===== src/rtl/nochange_ram_initiator_pkg.sv =====
// Shared types and helpers for the no-change RAM initiator.
// READ_LATENCY follows the RAM's output-register option.
package nochange_ram_initiator_pkg;

    typedef enum logic {
        ST_CLEAR,
        ST_RUN
    } state_t;

    localparam int PERF_W = 8 * 16;

    function automatic int read_latency(input logic [PERF_W-1:0] perf);
        return (perf == PERF_W'("LOW_LATENCY")) ? 1 : 2;
    endfunction

endpackage


===== src/rtl/nochange_ram_rsp_fifo.sv =====
// Response buffer: synchronous FIFO with occupancy count.
// Storage is reset so the head reads as zero after reset.
module nochange_ram_rsp_fifo #(
    parameter int WIDTH = 8,
    parameter int DEPTH = 4
) (
    input  logic                         clka,
    input  logic                         rsta_n,
    input  logic                         push,
    input  logic [WIDTH-1:0]             din,
    input  logic                         pop,
    output logic [WIDTH-1:0]             dout,
    output logic                         empty,
    output logic [$clog2(DEPTH+1)-1:0]   count
);
    localparam int PTR_W = (DEPTH > 1) ? $clog2(DEPTH) : 1;
    localparam int CNT_W = $clog2(DEPTH + 1);

    logic [WIDTH-1:0] mem [DEPTH];
    logic [PTR_W-1:0] wr_ptr, rd_ptr;
    logic             full, do_push, do_pop;

    assign empty   = (count == '0);
    assign full    = (count == CNT_W'(DEPTH));
    assign do_push = push && !full;
    assign do_pop  = pop && !empty;
    assign dout    = mem[rd_ptr];

    always_ff @(posedge clka or negedge rsta_n) begin
        if (!rsta_n) begin
            wr_ptr <= '0;
            rd_ptr <= '0;
            count  <= '0;
            for (int i = 0; i < DEPTH; i++) mem[i] <= '0;
        end else begin
            if (do_push) begin
                mem[wr_ptr] <= din;
                wr_ptr      <= (wr_ptr == PTR_W'(DEPTH - 1)) ? '0 : wr_ptr + PTR_W'(1);
            end
            if (do_pop)
                rd_ptr <= (rd_ptr == PTR_W'(DEPTH - 1)) ? '0 : rd_ptr + PTR_W'(1);
            case ({do_push, do_pop})
                2'b10:   count <= count + CNT_W'(1);
                2'b01:   count <= count - CNT_W'(1);
                default: count <= count;
            endcase
        end
    end

endmodule


===== src/rtl/nochange_ram_initiator.sv =====
// Drives a single-port no-change RAM for a valid/ready client, with an
// optional post-reset zeroing sweep and credit-limited in-order read returns.
module nochange_ram_initiator
    import nochange_ram_initiator_pkg::*;
#(
    parameter int                RAM_WIDTH       = 8,
    parameter int                RAM_DEPTH       = 256,
    parameter logic [PERF_W-1:0] RAM_PERFORMANCE = "HIGH_PERFORMANCE",
    parameter int                RSP_DEPTH       = 4,
    parameter int                CLEAR_ON_RESET  = 0,
    localparam int               ADDR_W          = $clog2(RAM_DEPTH)
) (
    input  logic                 clka,
    input  logic                 rsta_n,
    input  logic                 req_valid,
    output logic                 req_ready,
    input  logic                 req_we,
    input  logic [ADDR_W-1:0]    req_addr,
    input  logic [RAM_WIDTH-1:0] req_wdata,
    output logic                 rsp_valid,
    input  logic                 rsp_ready,
    output logic [RAM_WIDTH-1:0] rsp_rdata,
    output logic                 busy,
    output logic [ADDR_W-1:0]    addra,
    output logic [RAM_WIDTH-1:0] dina,
    output logic                 wea,
    output logic                 ena,
    output logic                 rsta,
    output logic                 regcea,
    input  logic [RAM_WIDTH-1:0] douta
);
    localparam int     READ_LATENCY = read_latency(RAM_PERFORMANCE);
    localparam int     CNT_W        = $clog2(RSP_DEPTH + 1);
    localparam state_t RST_STATE    = (CLEAR_ON_RESET != 0) ? ST_CLEAR : ST_RUN;

    state_t                state, state_next;
    logic [ADDR_W-1:0]     clr_addr;
    logic [READ_LATENCY:0] vld_pipe;
    logic [CNT_W-1:0]      inflight, occupancy, credits;
    logic                  req_acc, rd_acc, rsp_pop, fifo_empty;

    always_ff @(posedge clka or negedge rsta_n) begin
        if (!rsta_n) state <= RST_STATE;
        else         state <= state_next;
    end

    always_comb begin
        state_next = state;
        busy       = 1'b0;
        case (state)
            ST_CLEAR: begin
                busy = 1'b1;
                if (clr_addr == ADDR_W'(RAM_DEPTH - 1)) state_next = ST_RUN;
            end
            ST_RUN:  state_next = ST_RUN;
            default: state_next = RST_STATE;
        endcase
    end

    always_ff @(posedge clka or negedge rsta_n) begin
        if (!rsta_n)               clr_addr <= '0;
        else if (state == ST_CLEAR) clr_addr <= clr_addr + ADDR_W'(1);
    end

    // A read holds its credit from acceptance until the client pops it.
    always_comb begin
        inflight = '0;
        for (int i = 0; i <= READ_LATENCY; i++) inflight = inflight + CNT_W'(vld_pipe[i]);
    end

    assign credits   = CNT_W'(RSP_DEPTH) - inflight - occupancy;
    assign rsp_valid = !fifo_empty;
    assign rsp_pop   = rsp_valid && rsp_ready;
    // A credit returned by this cycle's pop can be reused by this cycle's accept.
    assign req_ready = (state == ST_RUN) && ((credits != '0) || rsp_pop);
    assign req_acc   = req_valid && req_ready;
    assign rd_acc    = req_acc && !req_we;

    always_ff @(posedge clka or negedge rsta_n) begin
        if (!rsta_n) begin
            ena   <= 1'b0;
            wea   <= 1'b0;
            addra <= '0;
            dina  <= '0;
        end else if (state == ST_CLEAR) begin
            ena   <= 1'b1;
            wea   <= 1'b1;
            addra <= clr_addr;
            dina  <= '0;
        end else if (req_acc) begin
            ena   <= 1'b1;
            wea   <= req_we;
            addra <= req_addr;
            dina  <= req_wdata;
        end else begin
            ena   <= 1'b0;
            wea   <= 1'b0;
        end
    end

    always_ff @(posedge clka or negedge rsta_n) begin
        if (!rsta_n) rsta <= 1'b1;
        else         rsta <= (state_next == ST_CLEAR);
    end

    // Bit 0 marks a read's ena cycle; the top bit is its capture cycle.
    always_ff @(posedge clka or negedge rsta_n) begin
        if (!rsta_n) vld_pipe <= '0;
        else         vld_pipe <= {vld_pipe[READ_LATENCY-1:0], rd_acc};
    end

    if (READ_LATENCY == 2) begin : g_oreg
        assign regcea = vld_pipe[1];
    end else begin : g_no_oreg
        assign regcea = 1'b0;
    end

    nochange_ram_rsp_fifo #(
        .WIDTH(RAM_WIDTH),
        .DEPTH(RSP_DEPTH)
    ) u_rsp_fifo (
        .clka  (clka),
        .rsta_n(rsta_n),
        .push  (vld_pipe[READ_LATENCY]),
        .din   (douta),
        .pop   (rsp_pop),
        .dout  (rsp_rdata),
        .empty (fifo_empty),
        .count (occupancy)
    );

endmodule

===== config.mk =====
export PLATFORM = sky130hd
export DESIGN_NAME = nochange_ram_initiator
export DESIGN_NICKNAME = d
export VERILOG_FILES = /design/src/rtl/nochange_ram_initiator_pkg.sv /design/src/rtl/nochange_ram_rsp_fifo.sv /design/src/rtl/nochange_ram_initiator.sv
export SDC_FILE = /design/constraint.sdc
export NUM_CORES = 1
export LEC_CHECK = 0
export ABC_AREA = 1
export CORE_ASPECT_RATIO = 0.9
export CORE_MARGIN = 2
export CORE_UTILIZATION = 48
export DETAILED_ROUTE_END_ITERATION = 10
export GPL_TIMING_DRIVEN = 0
export PLACE_DENSITY = 0.76
export SETUP_SLACK_MARGIN = 0.4
export SYNTH_ARGS = -nofsm -noshare
export SYNTH_HDL_FRONTEND = slang
export SYNTH_SLANG_ARGS = --single-unit

===== constraint.sdc =====
create_clock -name clka -period 2.3 [get_ports clka]
set_clock_uncertainty 0.05 [all_clocks]
set_input_delay 0.46 -clock clka [delete_from_list [all_inputs] [get_ports clka]]
set_output_delay 0.46 -clock clka [all_outputs]
set_load 0.05 [all_outputs]

Word-level counts from Yosys, hierarchy flattened
Cells that the tools add are included.
{"block": "classes", "n_bitwise": 4, "magnitude_cmp": 3, "eq_ne": 7, "mul": 0, "add_sub_neg": 9, "div": 0, "reduce_logical": 14, "shift": 0, "mux": 20}
{"cell": "$mux 8", "count": 7}
{"cell": "$bwmux 32", "count": 1}
{"cell": "$bmux 8 s2", "count": 1}
{"cell": "$demux 8 s2", "count": 1}
{"cell": "$add 8x1->8 const B", "count": 1}
{"cell": "$eq 8x8->1 const B", "count": 1}
{"cell": "$logic_and 1x1->1", "count": 7}
{"cell": "$eq 2x2->1 const B", "count": 3}
{"cell": "$ge 3x3->1 const B", "count": 2}
{"cell": "$mux 1", "count": 6}
{"cell": "$not 2->3", "count": 2}
{"cell": "$pmux 3 s2", "count": 1}
{"cell": "$add 2x1->2 const B", "count": 2}
{"cell": "$mux 2", "count": 2}
{"cell": "$add 2x1->3", "count": 1}
{"cell": "$add 3x1->3 const B", "count": 1}
{"cell": "$eq 3x3->1 const B", "count": 1}
{"cell": "$logic_not 1->1", "count": 3}
{"cell": "$logic_not 3->1", "count": 1}
{"cell": "$lt 3x1->1 const B", "count": 1}
{"cell": "$reduce_bool 3->1", "count": 1}
{"cell": "$sub 3x1->3 const B", "count": 1}
{"cell": "$sub 3x3->3", "count": 1}
{"cell": "$sub 3x3->3 const A", "count": 1}
{"cell": "other kinds (7)", "count": 8}
{"block": "word_totals", "mem_bits_rw": 0, "latchBits": 0, "mem_count": 0, "romBits": 0, "word_cells": 72, "in_bits": 29, "output_inout_bits": 31, "regBits": 70}

Logic depth before layout (Yosys ltp)
Gate-level depths: netlist of the first run.
{"block": "depth", "ltp_word": 10, "mapped_depth": 14, "ltp_nobuf": 13}

Cells and area by module
A second synthesis of the first run with hierarchy kept.
{"block": "hier_totals", "hier_cells": 421, "area_unflattened_um2": 3622.2}
{"mod": "nochange_ram_rsp_fifo", "seq_area_each_um2": 975.9, "area_each_um2": 2102.0, "cells_per_inst": 256, "instances": 1}
{"mod": "nochange_ram_initiator", "seq_area_each_um2": 778.2, "area_each_um2": 1520.2, "cells_per_inst": 165, "instances": 1}

Worst setup path before layout of the first run
Ideal clock, no wire load.
{"block": "synth_timing", "kind": "register to output", "from": "register vld_pipe[1]", "to": "output req_ready", "stages_incl_launch_ff": 9, "required_time_ps": 1790, "path_slack_ps": -355, "n_path_buf": 0, "arrival_ps": 2145, "cell_sequence": "dfrtp_1 > fa_1 > ha_1 > inv_1 > ha_1 > nor2_1 > nand2_2 > nor2_4 > nor2_8"}
{"block": "synth_between", "elab_chain_len": 7}
{"element": "from (decl)", "line_no": "nochange_ram_initiator.sv:38", "source": "logic [READ_LATENCY:0] vld_pipe;"}
{"element": "from (signal assigned)", "line_no": "nochange_ram_initiator.sv:109", "source": "else vld_pipe <= {vld_pipe[READ_LATENCY-1:0], rd_acc};"}
{"element": "$add 1x1->2", "line_no": "nochange_ram_initiator.sv:68", "source": "for (int i = 0; i <= READ_LATENCY; i++) inflight = inflight + CNT_W'(vld_pipe[i]);"}
{"element": "$add 2x1->3", "line_no": "nochange_ram_initiator.sv:68"}
{"element": "$sub 3x3->3 (2 in a row)", "line_no": "nochange_ram_initiator.sv:71", "source": "assign credits = CNT_W'(RSP_DEPTH) - inflight - occupancy;"}
{"element": "$reduce_bool 3->1", "line_no": "nochange_ram_initiator.sv:75", "source": "assign req_ready = (state == ST_RUN) && ((credits != '0) || rsp_pop);"}
{"element": "$logic_or 1x1->1", "line_no": "nochange_ram_initiator.sv:75"}
{"element": "$logic_and 1x1->1", "line_no": "nochange_ram_initiator.sv:75"}
{"element": "to (decl)", "line_no": "nochange_ram_initiator.sv:16", "source": "output logic req_ready,"}
Every way passes these cells.

Worst setup path after layout of the first run
Ends and elaborated chain as after synthesis.

==> metrics.cfg, run 1 <==
[clock_tree]
clock_latency_ns=0.35
cts_root_buf=clkbuf_8
clockBufferDepth=2
cts_tree=yes
cts_sinks=70
cts.clk_slew.worst_paths_ns=0.07
hold_buffers=0
cts_buffers=9
cts_max_level=3

[layout]
diodes=0
layout_commonest_cell=nand2_1
fin_cells=572
fill_cells=488
final_cell_area_sq_mm=0.00508
synthToLayoutAreaGrowth_pct=47.2
layout.nets=515
final_cell_mix=nand2_1, dfrtp_1, o21ai_1, buf_6, clkdlybuf4s50_1
drive_above_1_share=0.349

[worst_setup_path]
r2r_cells=16
critical_path_required_ns=1.79
endpoint=req_ready
crit_path_max_fanout=2
rr_startpoint=vld_pipe[1]$_DFF_PN0_
crit_arrival_ns=2.27
crit_path_end_kind=output pin
crit_type=flop to output pin
reg2reg_slack_ns=-0.43
startpoint=vld_pipe[1]$_DFF_PN0_
rr_endpoint=dina[2]$_DFFE_PN0P_
start_kind=flop

[placed_design]
dp.cells=523
place_area_sq_mm=0.00423
portBuffers=59
gp_congestion=0.762
hpwl_um=5120
post-place-ws_ns=-0.810

[yosys]
synthCells=371
synth_seq_cells=70
synth-main-ff-cell=dfrtp_1
synth_edf_count=0
yosysUniqueCellTypes=33
avgSynthCellArea_sq_um=9.29
yosysSeqAreaShare=0.509
synth_warnings=0
synthesis.nets=412
async_reset_ff_frac=1.00
syn-cell-area_sq_mm=0.00345

[floorplanning]
core_sq_mm=0.00700
rows=29
die_area_sq_mm=0.00788
chipHeight_um=84.4
die_w_um=93.3
io_pins=60
start_util=0.492

[power]
leakagePower_nw=2.46
vdd_ir_drop_max_v=0.000348
p_per_area_mw_per_mm2=869

[drt]
postRouteAntennaNets=0
wirelength_um=9480
drt-initial-drc-count=180
drc=0
wl_per_cell_um=16.6
drt_first_pass_iters=5
viasPerCell=5.35
num_vias=3060

[sta]
max-slew-margin-rel=0.414
hold_viol=0
worstMarginPinSlew_ns=0.879
setup_viol=20
max_freq_ghz=0.360
rsz0062_at_grt=yes
fin_tns_setup_ns=-5.33
fin_ws_ns=-0.480
finalCritPeriodShare=1.21
slew_viol_final=0
min_period_ns=2.78

[flow_run]
cap_violations=0

[global_route]
grt_max_degree=71
antenna_found_initial=0
grt_pass1_wl_um=14300
gr-total-overflow=0
first_global_vias=2985
gr-usage-all-layers=0.234

[status]
outcome=complete, but fails checks
violations=negative setup slack

[min_path]
hold_class=input pin to asynchronous set/reset pin

state kept, by name, summed over array words and instances (netlist names), 2 cells and up:
register / cells
addra: 8
clr_addr: 8
dina: 8
u_rsp_fifo.count: 3
u_rsp_fifo.mem: 32
u_rsp_fifo.rd_ptr: 2
u_rsp_fifo.wr_ptr: 2
vld_pipe: 3
where the power goes:
| part | internal [mW] | switching, mW |
|---|---|---|
| sequential | 1.28 | 0.0682 |
| combinational | 0.897 | 1.14 |
| clock | 0.560 | 0.465 |
| total | 2.74 | 1.68 |
repair_timing:
action / CTS / global route
gates resized for setup: 177 / 41
cloned: 2 / 1
buffers inserted: 20 / 10
setup endpoints to repair: 51 / 33
pin swaps: 19 / 28
routing by layer:
metal  track usage  vias to the layer above  wire [um]
met5             0                        -          0
met4        0.0642                        0        256
met3        0.0727                       25        690
met2         0.400                      139       4700
met1         0.288                     1481       3830
li1              -                     1415          -
area by class of cell:
type                    instances  area (sq um)  share of cell area
plain buffers                  14           164              0.0323
clock inverters                 3          42.5             0.00838
clock buffers                  13           159              0.0313
flip-flops and latches         70          1760               0.346
well taps                      93           116              0.0229
multi-input cells             254          1750               0.344
inverters                      34           148              0.0291
repair buffers                 91           945               0.186
worst max-delay path, cell delays in order (launching register included):
cell and delay [ns]:
dfrtp_2 0.43, fa_2 0.57, inv_2 0.04, ha_4 0.15, ha_4 0.21, nor2_4 0.09
nand2_2 0.07, nor2_4 0.16, nor2_8 0.05, buf_8 0.14
cell usage after synthesis (all sizes together), types with 3 or more instances:
cell | instances | area (sq um)
buf | 11 | 97.6
inv | 34 | 133
o21ai | 60 | 327
ha | 10 | 125
o22ai | 8 | 50.1
nor2 | 27 | 135
xor2 | 6 | 52.6
xnor2 | 3 | 26.3
dfrtp | 68 | 1700
nand3 | 31 | 213
clkbuf | 3 | 21.3
nand2 | 101 | 432
worst min-delay path by stage:
stage	start	slack, ns	end
after floorplan	rsta_n	0.11	addra[0]$_DFFE_PN0P_
after global placement	vld_pipe[1]$_DFF_PN0_	0.36	vld_pipe[2]$_DFF_PN0_
after detailed placement	vld_pipe[1]$_DFF_PN0_	0.36	vld_pipe[2]$_DFF_PN0_
after CTS	rsta_n	0.22	clr_addr[0]$_DFFE_PN0N_
after global routing	rsta_n	0.25	u_rsp_fifo.count[2]$_DFFE_PN0P_
final	rsta_n	0.18	u_rsp_fifo.count[2]$_DFFE_PN0P_
cell families after synthesis:
| group | count (synthesis) | synth area share |
|---|---|---|
| compound gates | 71 | 0.119 |
| xor+xnor | 9 | 0.0229 |
| fa+ha+maj | 12 | 0.0479 |
| buf+inv | 48 | 0.0729 |
| flops | 70 | 0.509 |
| simple gates | 161 | 0.229 |
through the flow:
stage | utilization | power [mW] | hold slack (ns)
6_report | 0.725 | 4.41 | 0.177
3_5_place_dp | 0.604 | 2.62 | 0.362
5_1_grt | 0.725 | 4.58 | 0.248
3_3_place_gp | 0.604 | 2.59 | 0.364
2_1_floorplan | - | 2.24 | 0.114
4_1_cts | 0.693 | 4.02 | 0.220
(Power assumes the default switching activity.)
==> run 2: changes to the inputs <==
==> constraint.sdc (replaced) <==
create_clock -name clka -period 2.54 [get_ports clka]
set_clock_uncertainty 0.05 [all_clocks]
set_input_delay 0.508 -clock clka [delete_from_list [all_inputs] [get_ports clka]]
set_output_delay 0.508 -clock clka [all_outputs]
set_load 0.05 [all_outputs]
==> run 2 against run 1 <==
Net effect:
- the flow still finishes with violations (negative setup slack)
- largest cell class unchanged
- critical path type unchanged
- global-route usage shrank 1.7 points
- setup slack improved by 0.21 ns
- total power fell by 21%
- non-clock buffer count down 22
- highest routed layer unchanged
==> metrics.cfg, run 2 (synthesis results as in run 1) <==
[worst_setup_path]
rr_endpoint=addra[1]$_DFFE_PN0P_
critical_path_required_ns=1.98  ; +0.19 ns
crit_cells=9  ; unchanged
reg2reg_slack_ns=0.07  ; +0.50 ns
rr_startpoint=vld_pipe[1]$_DFF_PN0_
start_kind=flop
crit_path_max_fanout=2  ; unchanged
crit_arrival_ns=2.25  ; -0.02 ns
worst-path-buf-inv=2  ; unchanged
crit_type=flop to output pin
critPathMaxStageDelay_ns=0.57  ; about the same
path_delay_family=adder cells
crit_chain=fa_2 -> inv_2 -> ha_4 -> ha_4 -> nor2_4 -> nand2_2 -> nor2_4 -> nor2_8 -> buf_8
startpoint=vld_pipe[1]$_DFF_PN0_
endpoint=req_ready
crit_slowest_cell=fa_2
r2r_cells=14  ; -2
crit_path_end_kind=output pin

[sta]
max-slew-margin-rel=0.413  ; -0.00134
hold_viol=0  ; unchanged
setup_viol=1  ; -95%
rsz0062_at_grt=yes
min_period_ns=2.81
max_freq_ghz=0.356
worst_hold_slack_ns=0.211  ; +0.0347 ns
fin_ws_ns=-0.273  ; +0.207 ns
worstMarginPinSlew_ns=0.881  ; +0.00201 ns
finalCritPeriodShare=1.11
slew_viol_final=0  ; unchanged

[global_route]
antenna_found_initial=0  ; unchanged
gr-total-overflow=0  ; unchanged
grt_max_degree=71  ; unchanged
gr-usage-all-layers=0.217  ; -0.0168
first_global_vias=2792  ; -6.5%
grt_pass1_wl_um=13300  ; -7.1%

[status]
outcome=complete, but fails checks
violations=negative setup slack

[floorplanning]
io_pins=60  ; unchanged
core_sq_mm=0.00700  ; unchanged
die_w_um=93.3  ; unchanged
rows=29  ; unchanged
start_util=0.492  ; unchanged
chipHeight_um=84.4  ; unchanged
die_area_sq_mm=0.00788  ; unchanged

[layout]
fin_cells=548  ; -4.2%
layout_commonest_cell=nand2_1
diodes=0  ; unchanged
largest-register=u_rsp_fifo.mem
fill_cells=547  ; +12%
final_cell_mix=nand2_1, dfrtp_1, clkdlybuf4s50_1, o21ai_1, o21ai_0
seqCellArea_sq_mm=0.00176  ; unchanged
drive_above_1_share=0.266  ; -0.0827
largest_reg_flops=32  ; unchanged
layout.nets=492  ; -4.5%
final_cell_area_sq_mm=0.00467  ; -8.0%
synthToLayoutAreaGrowth_pct=35.4
multiInputGateArea_sq_mm=0.00158  ; -9.2%

[clock_tree]
cts_sinks=70  ; unchanged
cts.clk_slew.worst_paths_ns=0.08  ; about the same
cts_max_level=3  ; unchanged
hold_buffers=0  ; unchanged
cts_root_buf=clkbuf_8
cts_buffers=9  ; unchanged
clockBufferDepth=2  ; unchanged
clock_latency_ns=0.35  ; about the same
cts_tree=yes

[placed_design]
post-place-ws_ns=-0.646  ; +0.164 ns
dp.cells=523  ; unchanged
gp_congestion=0.817  ; +7.2%
place_area_sq_mm=0.00423  ; unchanged
portBuffers=59  ; unchanged
hpwl_um=5300  ; +3.4%

[power]
pwr-share-seq=0.349  ; +0.044
total_power_mw=3.51  ; -21%
p_comb_frac=0.388  ; -0.075
power_switching_mw=1.32  ; -21%
intPower_mw=2.19  ; -20%
leakagePower_nw=2.34  ; -4.7%
swShare=0.376  ; -0.00355
p_per_area_mw_per_mm2=751  ; -14%
vdd_ir_drop_max_v=0.000355  ; +1.8%
pwr-share-clk=0.263  ; +0.031

[drt]
wirelength_um=8220  ; -13%
drt_first_pass_iters=4  ; -1
viasPerCell=5.06  ; -5.5%
num_vias=2771  ; -9.4%
drt-initial-drc-count=134  ; -26%
drc=0  ; unchanged
wl_per_cell_um=15.0  ; -9.5%
postRouteAntennaNets=0  ; unchanged

[flow_run]
cap_violations=0  ; unchanged

[min_path]
hold_class=input pin to asynchronous set/reset pin

[run 2: worst min-delay path by stage]
stage / start / to / slack [ns] / cells after the start
after CTS: rsta_n / u_rsp_fifo.mem[6]$_DFFE_PN0P_ / 0.25 / 1
after detailed placement: vld_pipe[1]$_DFF_PN0_ / vld_pipe[2]$_DFF_PN0_ / 0.37 / 0
after global placement: vld_pipe[1]$_DFF_PN0_ / vld_pipe[2]$_DFF_PN0_ / 0.37 / 0
after floorplan: rsta_n / addra[0]$_DFFE_PN0P_ / 0.16 / 0
after global routing: rsta_n / u_rsp_fifo.mem[1]$_DFFE_PN0P_ / 0.30 / 1
final: rsta_n / u_rsp_fifo.mem[25]$_DFFE_PN0P_ / 0.21 / 1
[run 2: metal layers]
metal / track usage / vias up / share of wire
met5: 0 / - / 0
met2: 0.343 / 65 / 0.49
li1: - / 1366 / -
met1: 0.291 / 1332 / 0.44
met4: 0.0775 / 0 / 0.012
met3: 0.0575 / 8 / 0.050
[run 2: area by class of cell]
| type | instances | share of cell area |
|---|---|---|
| buffer | 14 | 0.0306 |
| clock buffer | 10 | 0.0295 |
| clock inverter | 5 | 0.0126 |
| inverter | 34 | 0.0300 |
| multi-input combinational | 253 | 0.339 |
| sequential | 70 | 0.376 |
| tap | 93 | 0.0249 |
| timing repair buffer | 69 | 0.157 |
[run 2: timing repair]
action,CTS,global route
pin swaps,11,13
gates resized for setup,83,30
gates cloned,1,1
setup endpoints to repair,30,37
setup buffers,5,3
[run 2: per-stage QoR]
| step | util | setup TNS (ns) |
|---|---|---|
| floorplan | - | 0 |
| global placement | 0.604 | -105.06 |
| detailed placement | 0.604 | -1.28 |
| CTS | 0.647 | -0.339 |
| global route | 0.667 | -0.360 |
| finish | 0.667 | -0.273 |
[run 2: worst reg2reg max path, delay by kind of cell, from the launching register on]
kind / cells / cell delay, ns
flip-flops: 1 / 0.42
AND/OR/NAND/NOR: 5 / 0.37
AO/OA/AOI/OAI: 1 / 0.03
adder cells (fa/ha/maj): 3 / 0.99
buffers and inverters: 5 / 0.49
[run 2: power groups by stage]
| stage | logic [mW] | registers (mW) | clock network (mW) |
|---|---|---|---|
| after global placement | 1.10 | 1.24 | 0 |
| after global routing | 1.47 | 1.23 | 0.976 |
| after detailed placement | 1.14 | 1.23 | 0 |
| after floorplan | 0.811 | 1.22 | 0 |
| after CTS | 1.23 | 1.22 | 0.935 |
| final | 1.36 | 1.22 | 0.922 |
